$ cat config.mk
export PLATFORM = sky130hd
export DESIGN_NAME = load_store_unit_flat
export DESIGN_NICKNAME = d
export VERILOG_FILES = /design/src/rtl/lsu_if.sv /design/src/rtl/load_store_unit.sv /design/src/flat_wrapper.sv
export SDC_FILE = /design/constraint.sdc
export NUM_CORES = 1
export LEC_CHECK = 0
export CAP_MARGIN = 20
export CELL_PAD_IN_SITES_DETAIL_PLACEMENT = 0
export CELL_PAD_IN_SITES_GLOBAL_PLACEMENT = 1
export CORE_MARGIN = 4
export CORE_UTILIZATION = 39
export DETAILED_ROUTE_END_ITERATION = 12
export GPL_ROUTABILITY_DRIVEN = 1
export GPL_TIMING_DRIVEN = 0
export PLACE_DENSITY = 0.87
export SYNTH_ARGS = -nofsm -noshare
export SYNTH_HDL_FRONTEND = slang
export SYNTH_SLANG_ARGS = --single-unit
$ cat constraint.sdc
create_clock -name CLK -period 6.6 [get_ports CLK]
set_clock_uncertainty 0.2 [all_clocks]
set_input_delay 0.99 -clock CLK [delete_from_list [all_inputs] [get_ports CLK]]
set_output_delay 0.99 -clock CLK [all_outputs]
set_load 0.01 [all_outputs]
$ cat src/rtl/lsu_if.sv
// Request, response and DataMemory signals of the load/store unit.
// The slave modport is the LSU. The master modport is the requester plus memory side.
interface lsu_if;
    logic        req_valid;
    logic        req_ready;
    logic        req_we;
    logic [2:0]  req_funct3;
    logic [31:0] req_addr;
    logic [31:0] req_wdata;
    logic        rsp_valid;
    logic [31:0] rsp_rdata;
    logic        rsp_err;
    logic        mem_en;
    logic        mem_rw;
    logic [31:0] mem_addr;
    logic [31:0] mem_din;
    logic [31:0] mem_dout;

    modport slave (
        input  req_valid, req_we, req_funct3, req_addr, req_wdata, mem_dout,
        output req_ready, rsp_valid, rsp_rdata, rsp_err,
        output mem_en, mem_rw, mem_addr, mem_din
    );

    modport master (
        output req_valid, req_we, req_funct3, req_addr, req_wdata, mem_dout,
        input  req_ready, rsp_valid, rsp_rdata, rsp_err,
        input  mem_en, mem_rw, mem_addr, mem_din
    );
endinterface

$ cat src/rtl/load_store_unit.sv
// Byte-addressed RISC-V load/store front end for a word-only DataMemory (sub-word stores via read-modify-write).
// Define LSU_BOUNDS_CHECK_EN to reject word indices >= MEM_WORDS without touching memory.
module load_store_unit #(
    parameter int unsigned MEM_WORDS = 32'd21
) (
    input  logic  CLK,
    input  logic  RST_N,
    lsu_if.slave  bus
);

    typedef enum logic [2:0] {
        S_IDLE    = 3'd0,
        S_LD_RD   = 3'd1,
        S_LD_CAP  = 3'd2,
        S_ST_WR   = 3'd3,
        S_RMW_RD  = 3'd4,
        S_RMW_MRG = 3'd5,
        S_RMW_WR  = 3'd6,
        S_RESP    = 3'd7
    } state_t;

    state_t      state_q, state_d;
    logic [31:0] addr_q, addr_d;
    logic        we_q, we_d;
    logic [2:0]  funct3_q, funct3_d;
    logic [31:0] wdata_q, wdata_d;
    logic [31:0] merge_q, merge_d;
    logic [31:0] rdata_q, rdata_d;
    logic        err_q, err_d;

    logic        mem_en_s;
    logic        mem_rw_s;
    logic [31:0] mem_addr_s;
    logic [31:0] mem_din_s;

    function automatic logic req_error(input logic we, input logic [2:0] f3, input logic [31:0] addr);
        logic bad;
        case (f3)
            3'b000:         bad = 1'b0;
            3'b001:         bad = addr[0];
            3'b010:         bad = (addr[1:0] != 2'b00);
            3'b100:         bad = we;
            3'b101:         bad = we | addr[0];
            default:        bad = 1'b1;
        endcase
`ifdef LSU_BOUNDS_CHECK_EN
        bad = bad | ({2'b00, addr[31:2]} >= MEM_WORDS);
`else
        bad = bad | 1'b0;
`endif
        return bad;
    endfunction

    function automatic logic [31:0] load_extend(input logic [2:0] f3, input logic [1:0] off,
                                                input logic [31:0] word);
        logic [7:0]  b;
        logic [15:0] h;
        logic [31:0] r;
        b = word[{off, 3'b000} +: 8];
        h = off[1] ? word[31:16] : word[15:0];
        case (f3)
            3'b000:  r = {{24{b[7]}}, b};
            3'b001:  r = {{16{h[15]}}, h};
            3'b100:  r = {24'd0, b};
            3'b101:  r = {16'd0, h};
            default: r = word;
        endcase
        return r;
    endfunction

    function automatic logic [31:0] store_merge(input logic [2:0] f3, input logic [1:0] off,
                                                input logic [31:0] word, input logic [31:0] wd);
        logic [31:0] m;
        m = word;
        case (f3)
            3'b000:  m[{off, 3'b000} +: 8] = wd[7:0];
            3'b001:  m[{off[1], 4'b0000} +: 16] = wd[15:0];
            default: m = word;
        endcase
        return m;
    endfunction

    // State and latched request/response registers.
    always_ff @(posedge CLK or negedge RST_N) begin
        if (!RST_N) begin
            state_q  <= S_IDLE;
            addr_q   <= 32'd0;
            we_q     <= 1'b0;
            funct3_q <= 3'd0;
            wdata_q  <= 32'd0;
            merge_q  <= 32'd0;
            rdata_q  <= 32'd0;
            err_q    <= 1'b0;
        end else begin
            state_q  <= state_d;
            addr_q   <= addr_d;
            we_q     <= we_d;
            funct3_q <= funct3_d;
            wdata_q  <= wdata_d;
            merge_q  <= merge_d;
            rdata_q  <= rdata_d;
            err_q    <= err_d;
        end
    end

    // Next-state, request latching, load capture and store merge.
    always_comb begin
        state_d  = state_q;
        addr_d   = addr_q;
        we_d     = we_q;
        funct3_d = funct3_q;
        wdata_d  = wdata_q;
        merge_d  = merge_q;
        rdata_d  = rdata_q;
        err_d    = err_q;
        case (state_q)
            S_IDLE: begin
                if (bus.req_valid) begin
                    addr_d   = bus.req_addr;
                    we_d     = bus.req_we;
                    funct3_d = bus.req_funct3;
                    wdata_d  = bus.req_wdata;
                    if (req_error(bus.req_we, bus.req_funct3, bus.req_addr)) begin
                        rdata_d = 32'd0;
                        err_d   = 1'b1;
                        state_d = S_RESP;
                    end else if (!bus.req_we) begin
                        state_d = S_LD_RD;
                    end else if (bus.req_funct3 == 3'b010) begin
                        state_d = S_ST_WR;
                    end else begin
                        state_d = S_RMW_RD;
                    end
                end else begin
                    state_d = S_IDLE;
                end
            end
            S_LD_RD:  state_d = S_LD_CAP;
            S_LD_CAP: begin
                rdata_d = load_extend(funct3_q, addr_q[1:0], bus.mem_dout);
                err_d   = 1'b0;
                state_d = S_RESP;
            end
            S_ST_WR: begin
                rdata_d = 32'd0;
                err_d   = 1'b0;
                state_d = S_RESP;
            end
            S_RMW_RD: state_d = S_RMW_MRG;
            S_RMW_MRG: begin
                merge_d = store_merge(funct3_q, addr_q[1:0], bus.mem_dout, wdata_q);
                state_d = S_RMW_WR;
            end
            S_RMW_WR: begin
                rdata_d = 32'd0;
                err_d   = 1'b0;
                state_d = S_RESP;
            end
            S_RESP:   state_d = S_IDLE;
            default:  state_d = S_IDLE;
        endcase
    end

    // Memory strobes decoded from the registered state and latched fields.
    always_comb begin
        mem_en_s   = 1'b0;
        mem_rw_s   = 1'b0;
        mem_addr_s = 32'd0;
        mem_din_s  = 32'd0;
        case (state_q)
            S_LD_RD, S_RMW_RD: begin
                mem_en_s   = 1'b1;
                mem_addr_s = {2'b00, addr_q[31:2]};
            end
            S_ST_WR: begin
                mem_en_s   = 1'b1;
                mem_rw_s   = we_q;
                mem_addr_s = {2'b00, addr_q[31:2]};
                mem_din_s  = wdata_q;
            end
            S_RMW_WR: begin
                mem_en_s   = 1'b1;
                mem_rw_s   = we_q;
                mem_addr_s = {2'b00, addr_q[31:2]};
                mem_din_s  = merge_q;
            end
            default: begin
                mem_en_s   = 1'b0;
                mem_rw_s   = 1'b0;
                mem_addr_s = 32'd0;
                mem_din_s  = 32'd0;
            end
        endcase
    end

    assign bus.req_ready = (state_q == S_IDLE);
    assign bus.rsp_valid = (state_q == S_RESP);
    assign bus.rsp_rdata = rdata_q;
    assign bus.rsp_err   = err_q;
    assign bus.mem_en    = mem_en_s;
    assign bus.mem_rw    = mem_rw_s;
    assign bus.mem_addr  = mem_addr_s;
    assign bus.mem_din   = mem_din_s;

endmodule
$ cat src/flat_wrapper.sv
// flat-port wrapper written by rule: the top's interface ports become plain ports
module load_store_unit_flat 
#(
    parameter int unsigned MEM_WORDS = 32'd21
)
  (CLK, RST_N, bus_req_valid, bus_req_we, bus_req_funct3, bus_req_addr, bus_req_wdata, bus_mem_dout, bus_req_ready, bus_rsp_valid, bus_rsp_rdata, bus_rsp_err, bus_mem_en, bus_mem_rw, bus_mem_addr, bus_mem_din);
  lsu_if bus_i ();
  input  logic CLK;
  input  logic RST_N;
  input wire logic [$bits(bus_i.req_valid)-1:0] bus_req_valid;
  input wire logic [$bits(bus_i.req_we)-1:0] bus_req_we;
  input wire logic [$bits(bus_i.req_funct3)-1:0] bus_req_funct3;
  input wire logic [$bits(bus_i.req_addr)-1:0] bus_req_addr;
  input wire logic [$bits(bus_i.req_wdata)-1:0] bus_req_wdata;
  input wire logic [$bits(bus_i.mem_dout)-1:0] bus_mem_dout;
  output wire logic [$bits(bus_i.req_ready)-1:0] bus_req_ready;
  output wire logic [$bits(bus_i.rsp_valid)-1:0] bus_rsp_valid;
  output wire logic [$bits(bus_i.rsp_rdata)-1:0] bus_rsp_rdata;
  output wire logic [$bits(bus_i.rsp_err)-1:0] bus_rsp_err;
  output wire logic [$bits(bus_i.mem_en)-1:0] bus_mem_en;
  output wire logic [$bits(bus_i.mem_rw)-1:0] bus_mem_rw;
  output wire logic [$bits(bus_i.mem_addr)-1:0] bus_mem_addr;
  output wire logic [$bits(bus_i.mem_din)-1:0] bus_mem_din;
  assign bus_i.req_valid = bus_req_valid;
  assign bus_i.req_we = bus_req_we;
  assign bus_i.req_funct3 = bus_req_funct3;
  assign bus_i.req_addr = bus_req_addr;
  assign bus_i.req_wdata = bus_req_wdata;
  assign bus_i.mem_dout = bus_mem_dout;
  assign bus_req_ready = bus_i.req_ready;
  assign bus_rsp_valid = bus_i.rsp_valid;
  assign bus_rsp_rdata = bus_i.rsp_rdata;
  assign bus_rsp_err = bus_i.rsp_err;
  assign bus_mem_en = bus_i.mem_en;
  assign bus_mem_rw = bus_i.mem_rw;
  assign bus_mem_addr = bus_i.mem_addr;
  assign bus_mem_din = bus_i.mem_din;
  load_store_unit #(.MEM_WORDS(MEM_WORDS)) u_core (.CLK(CLK), .RST_N(RST_N), .bus(bus_i));
endmodule
==> reports/metrics.cfg <==
[clock_network]
clock_latency_ns=0.43
cts_tree=done
h-tree-depth=4
clock_path_buffers=2
cts_resized=0
post_cts_buffers=0
cts_made_buffers=17
cts_sinks=136
root_buffer=clkbuf_16
clk_pin_slew_ns=0.06
postCtsHoldBufs=0

[place]
gp_congestion=0.9000
io_buffers=201
dp_hpwl_um=16500
place_area_mm2=0.008924
pre_cts_ws_ns=3.065

[finish]
fillCellCount=1435
design_area_mm2=0.009530
syn_to_final_growth_pct=44.32
drive_above_1_share_pct=16.56
regArea_mm2=0.003403
fin_util_pct=57.47
nNetsFinal=910
multi_input_area_mm2=0.002949
diodes=0

[setup_path]
r2r_start=u_core.addr_q[1]$_DFFE_PN0P_
crit_path_start_kind=flop
required_ns=5.41
ff2ff_path_depth=7
crit_path_max_fanout=10
endpoint_kind=output port
rrSetupSlack_ns=3.82
arrival_ns=2.79
critPathKind=reg2out
timing.rr.end=u_core.merge_q[22]$_DFFE_PN0P_

[synthesis]
seq_area_frac_synth_pct=51.53
syn_inst=580
netlist_area_mm2=0.006604
synth_ff_type=dfrtp_1
synth_top_cell_by_area=dfrtp_1
synth_top_area_share_pct=51.53
synth_edf_count=0
synth.distinct_cells=45
ys_seq_elements=136
syn_avg_cell_area_um2=11.39
synth_area_leaders=dfrtp_1 (52%), mux2_2 (12%), a22o_1 (4.4%)
ys_async_sr_fraction_pct=100.0
yosys_warnings=0

[outcome]
status=finished, final reports clean

[routing]
num_vias=5703
wirelength_um=21680
first_pass_iters=5
ant_nets=0
vias_per_cell=5.510
drt-wirelength-per-cell_um=20.94
drc=0
drt-initial-drc-count=419

[floorplan]
core-area_mm2=0.01658
std_cell_rows=47
start_util_pct=39.82
die_height_um=138.1
dieWidth_um=138.1
ios=204
dieArea_mm2=0.01908

[timing]
hold_violations=0
fin_crit_ns=3.981
rsz0062_at_grt=no
slew_headroom_pct=55.81
worst_slack_ns=2.619
fmax_mhz=251.2
worst_pin_slew_ns=0.6605
setup_viol=0
drv_slew=0
finalCritPeriodShare_pct=60.31

[grt]
grt_use_total_pct=22.96
grt_max_degree=77
grt_pass1_vias=6178
grt_pass1_wl_um=34760
overflow=0
antenna_found_initial=0

[flow_run]
maxCapViolCount=0

[hold_path]
holdPathEnd=u_core.bus.rsp_rdata[28]$_DFFE_PN0P_
min_path_type=reg2reg
worstHoldPathCells=1
hold_start=u_core.bus.rsp_rdata[28]$_DFFE_PN0P_

[power_and_ir_drop]
p_leak_nw=3.869
ir_drop_mv=0.2299
internal-power_mw=3.117
net-switching-power_mw=1.822
pwr-share-clk_pct=19.8
combPwrFrac_pct=48.9
cellPowerDensity_mw_per_mm2=518.2
switching_share_pct=36.89
pwr-share-seq_pct=31.3

## through the flow
| step | setup TNS, ns | cells | hold WS (ns) | power (mW) |
|---|---|---|---|---|
| final | 0 | 1035 | 0.2921 | 4.938 |
| after global routing | 0 | 1035 | 0.3139 | 5.240 |
| after CTS | 0 | 1035 | 0.2955 | 4.963 |
| after detailed placement | 0 | 1003 | 0.2728 | 3.960 |
| after global placement | -130.57 | 1002 | 0.2742 | 3.903 |
| after floorplan | 0 | 581 | 0.2720 | 2.800 |
## cells by family after synthesis
family	count (synthesis)	share of synthesized area (%)
XOR/XNOR	1	0.1327
multiplexers	74	12.77
buffers and inverters	51	3.865
AO/OA/AOI/OAI	153	18.34
adder cells (fa/ha/maj)	5	0.9473
other	1	0.05679
flip-flops	136	51.53
AND/OR/NAND/NOR	159	12.35
## how the worst max path moves through the flow
stage	from	end	slack [ns]	cells after the start
6_report	u_core.state_q[2]$_DFF_PN0_	bus_mem_din[11]	2.62	6
2_1_floorplan	u_core.state_q[2]$_DFF_PN0_	bus_mem_din[10]	4.05	5
3_5_place_dp	u_core.state_q[2]$_DFF_PN0_	bus_mem_din[11]	3.06	6
3_3_place_gp	RST_N	u_core.wdata_q[18]$_DFFE_PN0P_	-0.97	1
5_1_grt	u_core.state_q[2]$_DFF_PN0_	bus_mem_din[11]	2.47	6
4_1_cts	u_core.state_q[2]$_DFF_PN0_	bus_mem_din[11]	2.60	6
## critical path, stage by stage, from the launching register on
cell and delay, ns:
dfrtp_1 0.35, buf_2 0.16, nand2b_1 0.18, nor2_1 0.44, clkbuf_1 0.45, a22o_1 0.23
clkdlybuf4s50_1 0.55
## registers in the layout (all words and copies together) (netlist names)
register,cells
u_core.addr_q,32
u_core.state_q,3
u_core.we_q,1
u_core.bus.rsp_rdata,32
u_core.merge_q,32
u_core.funct3_q,3
u_core.wdata_q,32
u_core.bus.rsp_err,1
## synthesized netlist by cell type, types with 2 or more instances
cell       count
a22o_1        33
nor4_4         2
nand2b_1       5
ha_1           5
buf_2         15
a221o_1        8
buf_4          6
o2bb2ai_1     31
nor2b_1        3
mux2_2        72
nand3_1        3
clkbuf_1      21
nand2_1       28
nor2_1        64
dfrtp_1      136
and2_1        39
a21oi_1       25
o21ai_0       13
a221oi_1      25
inv_1          6
buf_6          3
o221ai_1       9
nor3_1         4
and3_1         3
## layout by cell type (no fill, tap or decap), types with 17 or more instances in the layout
cell type / n
dfrtp_1: 136
a221oi_1: 25
clkdlybuf4s50_1: 200
clkbuf_1: 23
a22o_1: 33
clkbuf_16: 17
nand2_1: 28
and2_1: 39
mux2_2: 72
o2bb2ai_1: 31
a21oi_1: 25
nor2_1: 64
## metal layers
layer	up-vias	global-route usage [%]	share of wire, %
li1	2577	-	-
met1	2840	28.98	41
met2	230	36.64	48
met3	56	6.699	8.0
met4	0	10.50	3.6
met5	-	0	0
## final cells by class
cell class | instances | area share (%)
multi-input combinational | 394 | 30.94
sequential | 136 | 35.71
inverter | 6 | 0.2363
clock buffer | 21 | 4.831
buffer | 45 | 2.442
clock inverter | 11 | 1.536
timing repair buffer | 202 | 21.41
tap | 220 | 2.888
## power groups by stage
stage | sequential (mW) | combinational, mW | clock (mW)
global placement | 1.53 | 2.37 | 0
CTS | 1.54 | 2.43 | 0.992
global route | 1.60 | 2.62 | 1.03
detailed placement | 1.54 | 2.42 | 0
finish | 1.55 | 2.41 | 0.978
floorplan | 1.48 | 1.32 | 0
Power figures use the tool's default switching activity.
